--- config.mk ---
export PLATFORM = sky130hd
export DESIGN_NAME = pipe_stage_reg
export DESIGN_NICKNAME = d
export VERILOG_FILES = /design/src/rtl/pipe_stage_reg_pkg.sv /design/src/rtl/pipe_stage_reg_sat_counter.sv /design/src/rtl/pipe_stage_reg.sv
export SDC_FILE = /design/constraint.sdc
export NUM_CORES = 1
export LEC_CHECK = 0
export ABC_AREA = 1
export BUFFER_PORTS_ARGS = -buffer_cell sky130_fd_sc_hd__clkbuf_2
export CAP_MARGIN = 20
export CORE_ASPECT_RATIO = 0.7
export CORE_MARGIN = 8
export CORE_UTILIZATION = 60
export DETAILED_ROUTE_END_ITERATION = 10
export PLACE_DENSITY_LB_ADDON = 0.15
export SLEW_MARGIN = 25
export SYNTH_ARGS = -nofsm -noshare
export SYNTH_HDL_FRONTEND = slang
export SYNTH_SLANG_ARGS = --single-unit
--- constraint.sdc ---
create_clock -name CLK -period 3 [get_ports CLK]
set_input_delay 0.45 -clock CLK [delete_from_list [all_inputs] [get_ports CLK]]
set_output_delay 0.45 -clock CLK [all_outputs]
set_load 0.03 [all_outputs]
--- src/rtl/pipe_stage_reg_pkg.sv ---
// Shared types for the inter-stage pipeline registers: occupancy encoding
// and the packed stage payloads whose $bits sizes the register WIDTH.
package pipe_stage_reg_pkg;

  typedef enum logic [1:0] {
    EMPTY = 2'd0,
    ONE   = 2'd1,
    TWO   = 2'd2
  } pipe_occ_t;

  typedef struct packed {
    logic [6:0] opcode;
    logic [4:0] rd;
    logic [4:0] rs1;
    logic [4:0] rs2;
    logic [9:0] imm;
  } dec_ex_t;

  typedef struct packed {
    logic [31:0] alu_res;
    logic [4:0]  rd;
    logic        we;
    logic [1:0]  mem_op;
  } ex_mem_t;

  localparam int DEC_EX_W = $bits(dec_ex_t);
  localparam int EX_MEM_W = $bits(ex_mem_t);

endpackage

--- src/rtl/pipe_stage_reg_sat_counter.sv ---
// Saturating up-counter for stage performance statistics; sticks at all-ones.
module sat_counter #(
  parameter int W = 16
) (
  input  logic         CLK,
  input  logic         RST,
  input  logic         inc,
  output logic [W-1:0] count
);

  always_ff @(posedge CLK) begin
    if (RST)
      count <= '0;
    else if (inc && (count != {W{1'b1}}))
      count <= count + 1'b1;
  end

endmodule

--- src/rtl/pipe_stage_reg.sv ---
// Generic pipeline stage register: valid/ready payload hand-off with optional
// skid entry, flush-to-bubble, hazard freeze and stall/flush statistics.
module pipe_stage_reg
  import pipe_stage_reg_pkg::*;
#(
  parameter int WIDTH = DEC_EX_W,
  parameter int SKID  = 1,
  parameter int CNT_W = 16
) (
  input  logic             CLK,
  input  logic             RST,
  input  logic             in_valid,
  output logic             in_ready,
  input  logic [WIDTH-1:0] in_data,
  input  logic             flush,
  input  logic             freeze,
  output logic             out_valid,
  input  logic             out_ready,
  output logic [WIDTH-1:0] out_data,
  output logic [1:0]       occ,
  output logic [CNT_W-1:0] stall_cnt,
  output logic [CNT_W-1:0] flush_cnt
);

  pipe_occ_t        r_occ;
  logic [WIDTH-1:0] r_head;
  logic [WIDTH-1:0] r_skid;
  logic             r_in_rdy;
  logic             w_accept;
  logic             w_emit;

  assign out_valid = !freeze && (r_occ != EMPTY);
  assign out_data  = r_head;
  assign occ       = r_occ;
  assign w_accept  = in_valid && in_ready;
  assign w_emit    = out_valid && out_ready;

  // With a skid entry, ready comes from a flop so out_ready never reaches in_ready.
  generate
    if (SKID != 0) begin : g_skid
      assign in_ready = !freeze && r_in_rdy;
    end else begin : g_noskid
      assign in_ready = !freeze && ((r_occ == EMPTY) || out_ready);
    end
  endgenerate

  always_ff @(posedge CLK) begin
    if (RST) begin
      r_occ    <= EMPTY;
      r_head   <= '0;
      r_skid   <= '0;
      r_in_rdy <= 1'b0;
    end else if (flush) begin
      r_occ    <= EMPTY;
      r_head   <= '0;
      r_skid   <= '0;
      r_in_rdy <= 1'b1;
    end else begin
      r_in_rdy <= (r_occ != TWO);
      if (!freeze) begin
        case (r_occ)
          EMPTY: begin
            if (w_accept) begin
              r_occ  <= ONE;
              r_head <= in_data;
            end
          end
          ONE: begin
            if (w_accept && w_emit) begin
              r_head <= in_data;
            end else if (w_accept && (SKID != 0)) begin
              r_occ    <= TWO;
              r_skid   <= in_data;
              r_in_rdy <= 1'b0;
            end else if (w_emit) begin
              r_occ  <= EMPTY;
              r_head <= '0;
            end
          end
          TWO: begin
            if (w_emit) begin
              r_occ    <= ONE;
              r_head   <= r_skid;
              r_skid   <= '0;
              r_in_rdy <= 1'b1;
            end
          end
          default: r_occ <= EMPTY;
        endcase
      end
    end
  end

  sat_counter #(.W(CNT_W)) u_stall_cnt (
    .CLK   (CLK),
    .RST   (RST),
    .inc   (out_valid && !out_ready),
    .count (stall_cnt)
  );

  sat_counter #(.W(CNT_W)) u_flush_cnt (
    .CLK   (CLK),
    .RST   (RST),
    .inc   (flush && (r_occ != EMPTY)),
    .count (flush_cnt)
  );

endmodule

==> results.yml <==
detailed_routing:
  drt-vias-per-instance: 4.79
  wl_met3_um: 877
  top_layer_used: "met4"
  ant_nets: 0
  met1Wirelength_um: 6440
  drt-total-wl_um: 13100
  drtIter0Drc: 366
  wl_per_cell_um: 11.7
  route.met2.wl_um: 5670
  drc: 0
  vias: 5369
  first_pass_iters: 5
place:
  port_buffers: 105
  pre_cts_slack_ps: 611
  dp_hpwl_um: 9140
  place_congestion: 0.831
  dp_cells: 1105
  dpl_cell_area_um2: 5990
hold_path:
  holdPathEnd: "r_skid[10]"
  worstHoldPathType: "in -> reg"
  whs_path_depth: 3
  hp-start: "in_data[10]"
synth:
  netlist_area_um2: 5390
  yosysSeqAreaShare_pct: 36.8
  synth_top_cell_by_area: "dfxtp_1"
  yosysWarningCount: 0
  synth_top_area_share_pct: 36.8
  syn-num-nets: 948
  synthCells: 904
  netlist-cell-type-count: 26
  synthTopCellsByArea: "dfxtp_1 (37%), nand2_1 (20%), nor2_1 (13%)"
  avgSynthCellArea_um2: 5.96
  ys_ff_latch: 99
clock_network:
  ctsHoldBuffers: 0
  cts-htree-levels: 3
  cts_root_buffer: "clkbuf_16"
  cts_tree: "built"
  cts_resized: 0
  clockBufferDepth: 2
  cts_buffers: 9
  cts.clk_slew.worst_paths_ps: 60
  clkLatencyLatePin_ps: 350
  cts.sinks: 99
  cts_setup_buffers: 0
sta:
  final_max_slew_viol_count: 0
  setup_ws_ps: 586
  hold_viol_final: 0
  worst_pin_slew_ps: 747
  setup_viol: 0
  max_clock_freq_ghz: 0.414
  clock_skew_ps: 7.58
  max-slew-margin-rel_pct: 50.1
  finalSetupTns_ps: 0
  rsz0062_at_grt: "no"
  min_period_ps: 2410
  period_share_pct: 80.5
floorplanning:
  die_h_um: 95.3
  io_pins: 106
  die_w_um: 129
  fp-row-count: 29
  start_util_pct: 60.6
  dieArea_um2: 12300
  coreArea_um2: 8890
grt:
  grt_pass1_vias: 4894
  grt_pass1_wl_um: 22100
  grt_overflow: 0
  grt_max_degree: 67
  antenna_found_initial: 0
  grt_usage_pct: 21.8
power:
  power_density_nw_per_um2: 450
  leakage_nw: 3.07
  peakVddDrop_v: 0.000396
critical_path:
  startpoint: "occ[0]"
  r2r_cells: 9
  required_ps: 3240
  timing.rr.end: "r_skid[6]"
  r2r_slack_ps: 590
  start_kind: "flip-flop"
  crit_arrival_ps: 2650
  cp_max_fo: 35
  crit_path_end_kind: "flip-flop"
  r2r-start: "occ[0]"
  max_stage_delay_ps: 440
  critPathKind: "reg -> reg"
  slowest_stage: "nand3_2"
  crit_chain: "inv_1, ha_1, nor2_2, nand2_2, a21oi_4, nand3_2, buf_12, a21oi_1, nor2_1"
final_layout:
  finalNonFillerCells: 1120
  drive_above_1_share_pct: 14.9
  fin_nets: 1036
  insertedDiodeCount: 0
  final_area_um2: 6310
  area_growth_pct: 17.2
  nFillCells: 817
run:
  maxCapViolCount: 0
outcome:
  status: "completed"
layout make-up:
cell class / instances / area, um2 / share of cell area (%)
well taps: 124 / 155 / 2.46
multi-input cells: 633 / 2750 / 43.5
inverters: 135 / 507 / 8.03
flip-flops and latches: 99 / 1980 / 31.4
clock inverters: 5 / 77.6 / 1.23
clock buffers: 10 / 239 / 3.79
repair buffers: 114 / 606 / 9.60
flip-flops by register name, summed over array words and instances, names as in the netlist:
name               flops
u_flush_cnt.count     16
u_stall_cnt.count     16
occ                    2
r_in_rdy               1
r_skid                32
out_data              32
per-stage QoR:
| step | util, % | hold slack, ps | total power, mW |
|---|---|---|---|
| after global placement | 67.4 | 501 | 1.63 |
| final | 71.0 | 349 | 2.84 |
| after floorplan | - | 486 | 1.55 |
| after detailed placement | 67.4 | 498 | 1.64 |
| after CTS | 71.0 | 343 | 2.86 |
| after global routing | 71.0 | 367 | 2.94 |
critical path: cells and delay by family (launching register included):
| family | cells | cell delay (ps) |
|---|---|---|
| and+or+nand+nor | 4 | 760 |
| AOI/OAI and AO/OA | 2 | 410 |
| adders and majority gates | 1 | 270 |
| buffers and inverters | 2 | 440 |
| DFF | 1 | 410 |
cells in the mapped netlist, drive strengths merged:
library cell and instances:
a21boi 1, a21oi 54, buf 17, clkbuf 20, dfxtp 99, ha 6
inv 135, nand2 288, nand3 56, nand3b 2, nand4 18, nor2 192
nor3 1, o21ai 2, or2 1, xnor2 4, xor2 8
logic make-up (layout without fill, tap and decap cells):
kind of cell,after synthesis,in the layout,share of synthesized area [%]
and+or+nand+nor,558,558,41.6
buffers and inverters,172,264,12.5
DFF,99,99,36.8
AOI/OAI and AO/OA,57,57,5.76
xor gates and xnor gates,12,12,1.95
adders and majority gates,6,6,1.39
worst max path at each step:
stage / endpoint / cells after the start
floorplan: r_skid[0] / 10
global placement: r_skid[18] / 9
detailed placement: r_skid[12] / 9
CTS: r_skid[6] / 9
global route: r_skid[15] / 10
finish: r_skid[6] / 9
layer usage:
metal,GRT usage [%],vias up
li1,-,2895
met1,29.4,2336
met2,34.3,125
met3,5.59,13
met4,5.65,0
met5,0,-
placed cells by master, fill, tap and decap left out, types with 2 or more instances in the layout:
master,instances
nand3_1,55
nor2_1,189
nand2_1,285
ha_1,6
nor2_2,2
clkbuf_16,9
clkbuf_2,105
nand3b_1,2
clkinv_2,2
nand2_2,3
buf_4,8
xnor2_1,4
bufinv_16,2
inv_2,5
dfxtp_1,99
nand4_1,18
a21oi_1,52
inv_1,130
o21ai_2,2
xor2_1,8
report_power, final:
part | internal [mW] | switching [mW]
Sequential | 1.33 | 0.00958
Clock | 0.746 | 0.489
Combinational | 0.0839 | 0.183
Total | 2.16 | 0.682
(Power assumes the default switching activity.)
